--- config.mk ---
export PLATFORM = sky130hd
export DESIGN_NAME = pipe_skid_latch
export DESIGN_NICKNAME = d
export VERILOG_FILES = /design/src/rtl/pipe_pkg.sv /design/src/rtl/pipe_skid_latch_reg_n.sv /design/src/rtl/pipe_skid_latch.sv
export SDC_FILE = /design/constraint.sdc
export NUM_CORES = 1
export LEC_CHECK = 0
export CAP_MARGIN = 20
export CELL_PAD_IN_SITES_DETAIL_PLACEMENT = 1
export CELL_PAD_IN_SITES_GLOBAL_PLACEMENT = 1
export CORE_MARGIN = 5
export CORE_UTILIZATION = 36
export CTS_BUF_LIST = sky130_fd_sc_hd__clkbuf_16
export CTS_CLUSTER_DIAMETER = 40
export DETAILED_ROUTE_END_ITERATION = 10
export GPL_TIMING_DRIVEN = 0
export HOLD_SLACK_MARGIN = 0.05
export PLACE_DENSITY_LB_ADDON = 0.1
export SLEW_MARGIN = 5
export SYNTH_ARGS = -nofsm -noshare
export SYNTH_HDL_FRONTEND = slang
export SYNTH_HIERARCHICAL = 1
export SYNTH_SLANG_ARGS = --single-unit
--- constraint.sdc ---
create_clock -name clk -period 2.05 [get_ports clk]
set_clock_uncertainty 0.15 [all_clocks]
set_input_delay 0.205 -clock clk [delete_from_list [all_inputs] [get_ports clk]]
set_output_delay 0.205 -clock clk [all_outputs]
set_load 0.02 [all_outputs]
--- src/rtl/pipe_pkg.sv ---
// pipe_pkg: shared state encoding and bubble constant for the pipeline stage latches
package pipe_pkg;
    typedef enum logic [1:0] {
        ST_EMPTY = 2'd0,
        ST_ONE   = 2'd1,
        ST_FULL  = 2'd2
    } state_t;
    localparam logic [31:0] NOP_WORD = 32'h0000_0000;
endpackage

--- src/rtl/pipe_skid_latch_reg_n.sv ---
// reg_n: WIDTH-bit register with load enable, load-value select and async active-low clear
module reg_n #(
    parameter int WIDTH = 32,
    parameter logic [WIDTH-1:0] RESET_VAL = '0
) (
    input  logic             clk,
    input  logic             clr,
    input  logic             en,
    input  logic             bubble,
    input  logic [WIDTH-1:0] d,
    output logic [WIDTH-1:0] q
);
    always_ff @(posedge clk or negedge clr)
        if (!clr) q <= RESET_VAL;
        else if (en) q <= bubble ? RESET_VAL : d;
endmodule

--- src/rtl/pipe_skid_latch.sv ---
// pipe_skid_latch: registered valid/ready stage with a 2-entry skid buffer and bubble-inserting flush
module pipe_skid_latch
    import pipe_pkg::*;
#(
    parameter int WIDTH = 32,
    parameter logic [WIDTH-1:0] BUBBLE_VAL = WIDTH'(NOP_WORD)
) (
    input  logic             clk,
    input  logic             clr,
    input  logic             flush,
    input  logic             in_valid,
    output logic             in_ready,
    input  logic [WIDTH-1:0] in_data,
    output logic             out_valid,
    input  logic             out_ready,
    output logic [WIDTH-1:0] out_data,
    output logic [1:0]       occupancy
);
    state_t state, nxt;
    logic main_vld, skid_vld, acc, pop;
    logic main_en, main_bub, main_from_skid, skid_en, skid_bub;
    logic [WIDTH-1:0] main_q, skid_q;
    assign main_vld  = state != ST_EMPTY;
    assign skid_vld  = state == ST_FULL;
    assign in_ready  = !skid_vld;
    assign out_valid = main_vld;
    assign occupancy = {skid_vld, main_vld & !skid_vld};
    assign out_data  = main_q;
    assign acc = in_valid & in_ready;
    assign pop = out_valid & out_ready;
    always_comb begin
        nxt = state;
        main_en = 1'b0;
        main_bub = 1'b0;
        main_from_skid = 1'b0;
        skid_en = 1'b0;
        skid_bub = 1'b0;
        if (flush) begin
            nxt = ST_EMPTY;
            {main_en, main_bub, skid_en, skid_bub} = 4'b1111;
        end else begin
            case (state)
                ST_EMPTY: if (acc) begin
                    main_en = 1'b1;
                    nxt = ST_ONE;
                end
                ST_ONE: begin
                    main_en = pop;
                    main_bub = pop & !acc;
                    skid_en = acc & !pop;
                    nxt = pop ? (acc ? ST_ONE : ST_EMPTY) : (acc ? ST_FULL : ST_ONE);
                end
                ST_FULL: if (pop) begin
                    {main_en, main_from_skid, skid_en, skid_bub} = 4'b1111;
                    nxt = ST_ONE;
                end
                // unreachable encoding recovers to an empty, bubbled stage
                default: begin
                    nxt = ST_EMPTY;
                    {main_en, main_bub, skid_en, skid_bub} = 4'b1111;
                end
            endcase
        end
    end
    always_ff @(posedge clk or negedge clr)
        if (!clr) state <= ST_EMPTY;
        else state <= nxt;
    reg_n #(.WIDTH(WIDTH), .RESET_VAL(BUBBLE_VAL)) u_main (
        .clk(clk), .clr(clr), .en(main_en), .bubble(main_bub),
        .d(main_from_skid ? skid_q : in_data), .q(main_q)
    );
    reg_n #(.WIDTH(WIDTH), .RESET_VAL(BUBBLE_VAL)) u_skid (
        .clk(clk), .clr(clr), .en(skid_en), .bubble(skid_bub),
        .d(in_data), .q(skid_q)
    );
endmodule

==> flow_summary.ini <==
[grt]
grtUsageTotal_pct = 17.33
grt.overflow.total = 0
grt_max_degree = 63
grt_pass1_vias = 3103
grt_first_pass_wirelength_mm = 15.86
antenna_found_initial = 0

[hold_path]
hold_class = input port to async pin

[power]
p_int_mw = 3.522
vdd_drop_max_v = 0.0004852
switching_share_pct = 33.10
switching_power_mw = 1.742
leakage_nw = 2.182
seq_power_share_pct = 33.9
p_total_mw = 5.264
pwr_density_cell_nw_per_um2 = 1038
power_frac_comb_pct = 38.4
p_clk_share_pct = 27.7

[outcome]
violations = setup timing
status = finished, violations left

[cts]
cts_num_sinks = 66
root_buffer = clkbuf_16
ctsLongestPathBuffers = 2
worst_skew_pair.late_latency_ns = 0.33
cts_buffers = 9
htreeDepth = 3
cts_tree = yes
cts.reportedPaths.clkPinSlew_ns = 0.05

[detailed_routing]
dr.first_iter.drc_count = 90
wl_per_cell_um = 16.54
drc_errors = 0
ant_nets = 0
finalWirelength_mm = 9.693
via_per_inst = 4.826
vias = 2828
drtPass1Iterations = 4

[critical_path]
max_stage_delay_ns = 0.35
worstRegToRegCells = 10
critPathArrivalTime_ns = 2.12
crit_chain = inv_2 -> buf_12 -> ha_4 -> nand2b_4 -> nor3_4 -> buf_12 -> buf_8 -> mux2_2 -> nand3b_1 -> o21ai_1
crit_type = register to register
crit_path_top_delay_cell = dfrtp_1
critPathMostFrequentCell = buf_12
startpoint_type = register
crit_fanout = 8
required_ns = 2.11
critPathCaptureType = register

[timing]
max-slew-margin-rel_pct = 77.64
setup_violations = 2
drv_slew = 0
fin_crit_ns = 2.057
final-hold-violation-count = 0
hold_slack_ns = 0.07370
max_slew.worst_pin.slew_ns = 0.3355
tns_ns = -0.01244
fmax_mhz = 486.2
period_share_pct = 100.3
worst_slack_ns = -0.006906
rsz0062_at_grt = true

[logic_synthesis]
async_flop_share_pct = 100.0
synth_edf_count = 0
ys_top_cells_by_area = dfrtp_1, nand3b_1, mux2_2
synthFlopType = dfrtp_1
synth_warnings = 6
synthTopCellsByCount = inv_1, dfrtp_1, nand3b_1, o21ai_1, mux2_2
yosysTopAreaCell = dfrtp_1
post-synth-top-count-cell = inv_1
syn_area_sq_um = 3531
ys_seq_area_share_pct = 46.78
netlist.area_leader.share_pct = 46.78
ys_ff_latch = 66
postSynthAreaPerCell_sq_um = 10.06
syn_inst = 351
ys_types = 27
syn-num-nets = 394

[floorplan]
ios = 73
dieArea_sq_um = 11890
fp.dieH_um = 109.0
die_w_um = 109.0
start_util_pct = 36.46
coreArea_sq_um = 9684
rows = 36

[place]
numPortBuffers = 72
place_ws_ns = -0.2583
dpl.hpwl_mm = 6.200
gp_congestion = 0.7729
dpl.cell_count = 557
dpl_cell_area_sq_um = 4443

[layout]
final_net_count = 492
layout.cells.non_filler = 586
design_area_sq_um = 5069
diodes = 0
final_core_util_pct = 52.34
drive_gt1_share_pct = 21.19
syn_to_final_growth_pct = 43.55

[job]
drv_cap = 0
-- layout make-up --
class                      count  area [sq um]
fill                        1064          4616
sequential                    66          1653
multi-input combinational    191          1523
timing repair buffer          87         922.1
buffer                        24         265.3
inverter                      70         262.8
clock buffer                   9         225.2
tap                          133         166.4
clock inverter                 6         51.30
-- placed cells by master, fill, tap and decap left out, types with 4 or more instances in the layout --
master           synthesis  final
buf_4                    5     14
nand3b_1                64     64
dfrtp_1                 66     65
clkdlybuf4s50_1          0     67
mux2_4                   0     23
inv_1                   70     69
mux2_2                  30      9
buf_6                   13     15
nor2_1                   4      4
o21ai_1                 64     64
buf_12                   0      4
clkbuf_16                0      9
dlygate4sd2_1            0      4
-- worst max-delay path, delay by kind of cell, from the launching register on --
family / cells / cell delay, ns
DFF: 1 / 0.35
AOI/OAI and AO/OA: 1 / 0.06
and+or+nand+nor: 3 / 0.38
buffers and inverters: 4 / 0.52
adders and majority gates: 1 / 0.15
muxes: 1 / 0.32
-- power groups by stage --
stage	clock network, mW	registers (mW)	logic, mW
6_report	1.46	1.79	2.02
5_1_grt	1.59	1.83	2.21
4_1_cts	1.51	1.78	1.95
3_5_place_dp	0	1.80	1.86
3_3_place_gp	0	1.79	1.82
2_1_floorplan	0	1.97	0.905
-- path summary, 6_finish.rpt --
path / from / endpoint / slack [ns]
setup reg to reg: state[0]$_DFFE_PN0P_ / u_main/q[11]$_DFFE_PN0P_ / -0.007
max in group asynchronous: clr / u_skid/q[31]$_DFFE_PN0P_ / 1.15
setup / recovery: state[0]$_DFFE_PN0P_ / u_main/q[11]$_DFFE_PN0P_ / -0.007
hold / removal: clr / u_main/q[5]$_DFFE_PN0P_ / 0.07
hold reg to reg: u_main/q[19]$_DFFE_PN0P_ / u_main/q[19]$_DFFE_PN0P_ / 0.36
min in group clk: in_data[3] / u_skid/q[3]$_DFFE_PN0P_ / 0.33
-- what timing repair did --
action                                  4_1_cts  5_1_grt
endpoints found under the setup margin       66       63
hold endpoints to repair                     66        0
hold buffers                                  1        0
pin swaps                                     1        4
gates cloned                                  3        1
setup buffers                                 7        2
gates resized for setup                      33       31
-- sequential cells by signal, indices dropped and copies added, names as in the netlist --
| name | count |
|---|---|
| u_main/q | 32 |
| state | 2 |
| u_skid/q | 32 |
-- kinds of logic after synthesis --
kind of cell             share of synthesized area, %
flip-flops                                      46.78
AO/OA/AOI/OAI                                   10.84
AND/OR/NAND/NOR                                 15.98
XOR/XNOR                                       0.2481
adder cells (fa/ha/maj)                         2.126
buffers and inverters                           13.50
multiplexers                                    10.52
-- layer usage --
| layer | global-route usage, % | share of wire [%] | routed length, um |
|---|---|---|---|
| met5 | 0 | 0 | 0 |
| met4 | 5.681 | 1.1 | 110 |
| met3 | 4.204 | 3.9 | 381 |
| met2 | 27.85 | 48 | 4619 |
| met1 | 22.90 | 47 | 4582 |
Power figures use the tool's default switching activity.
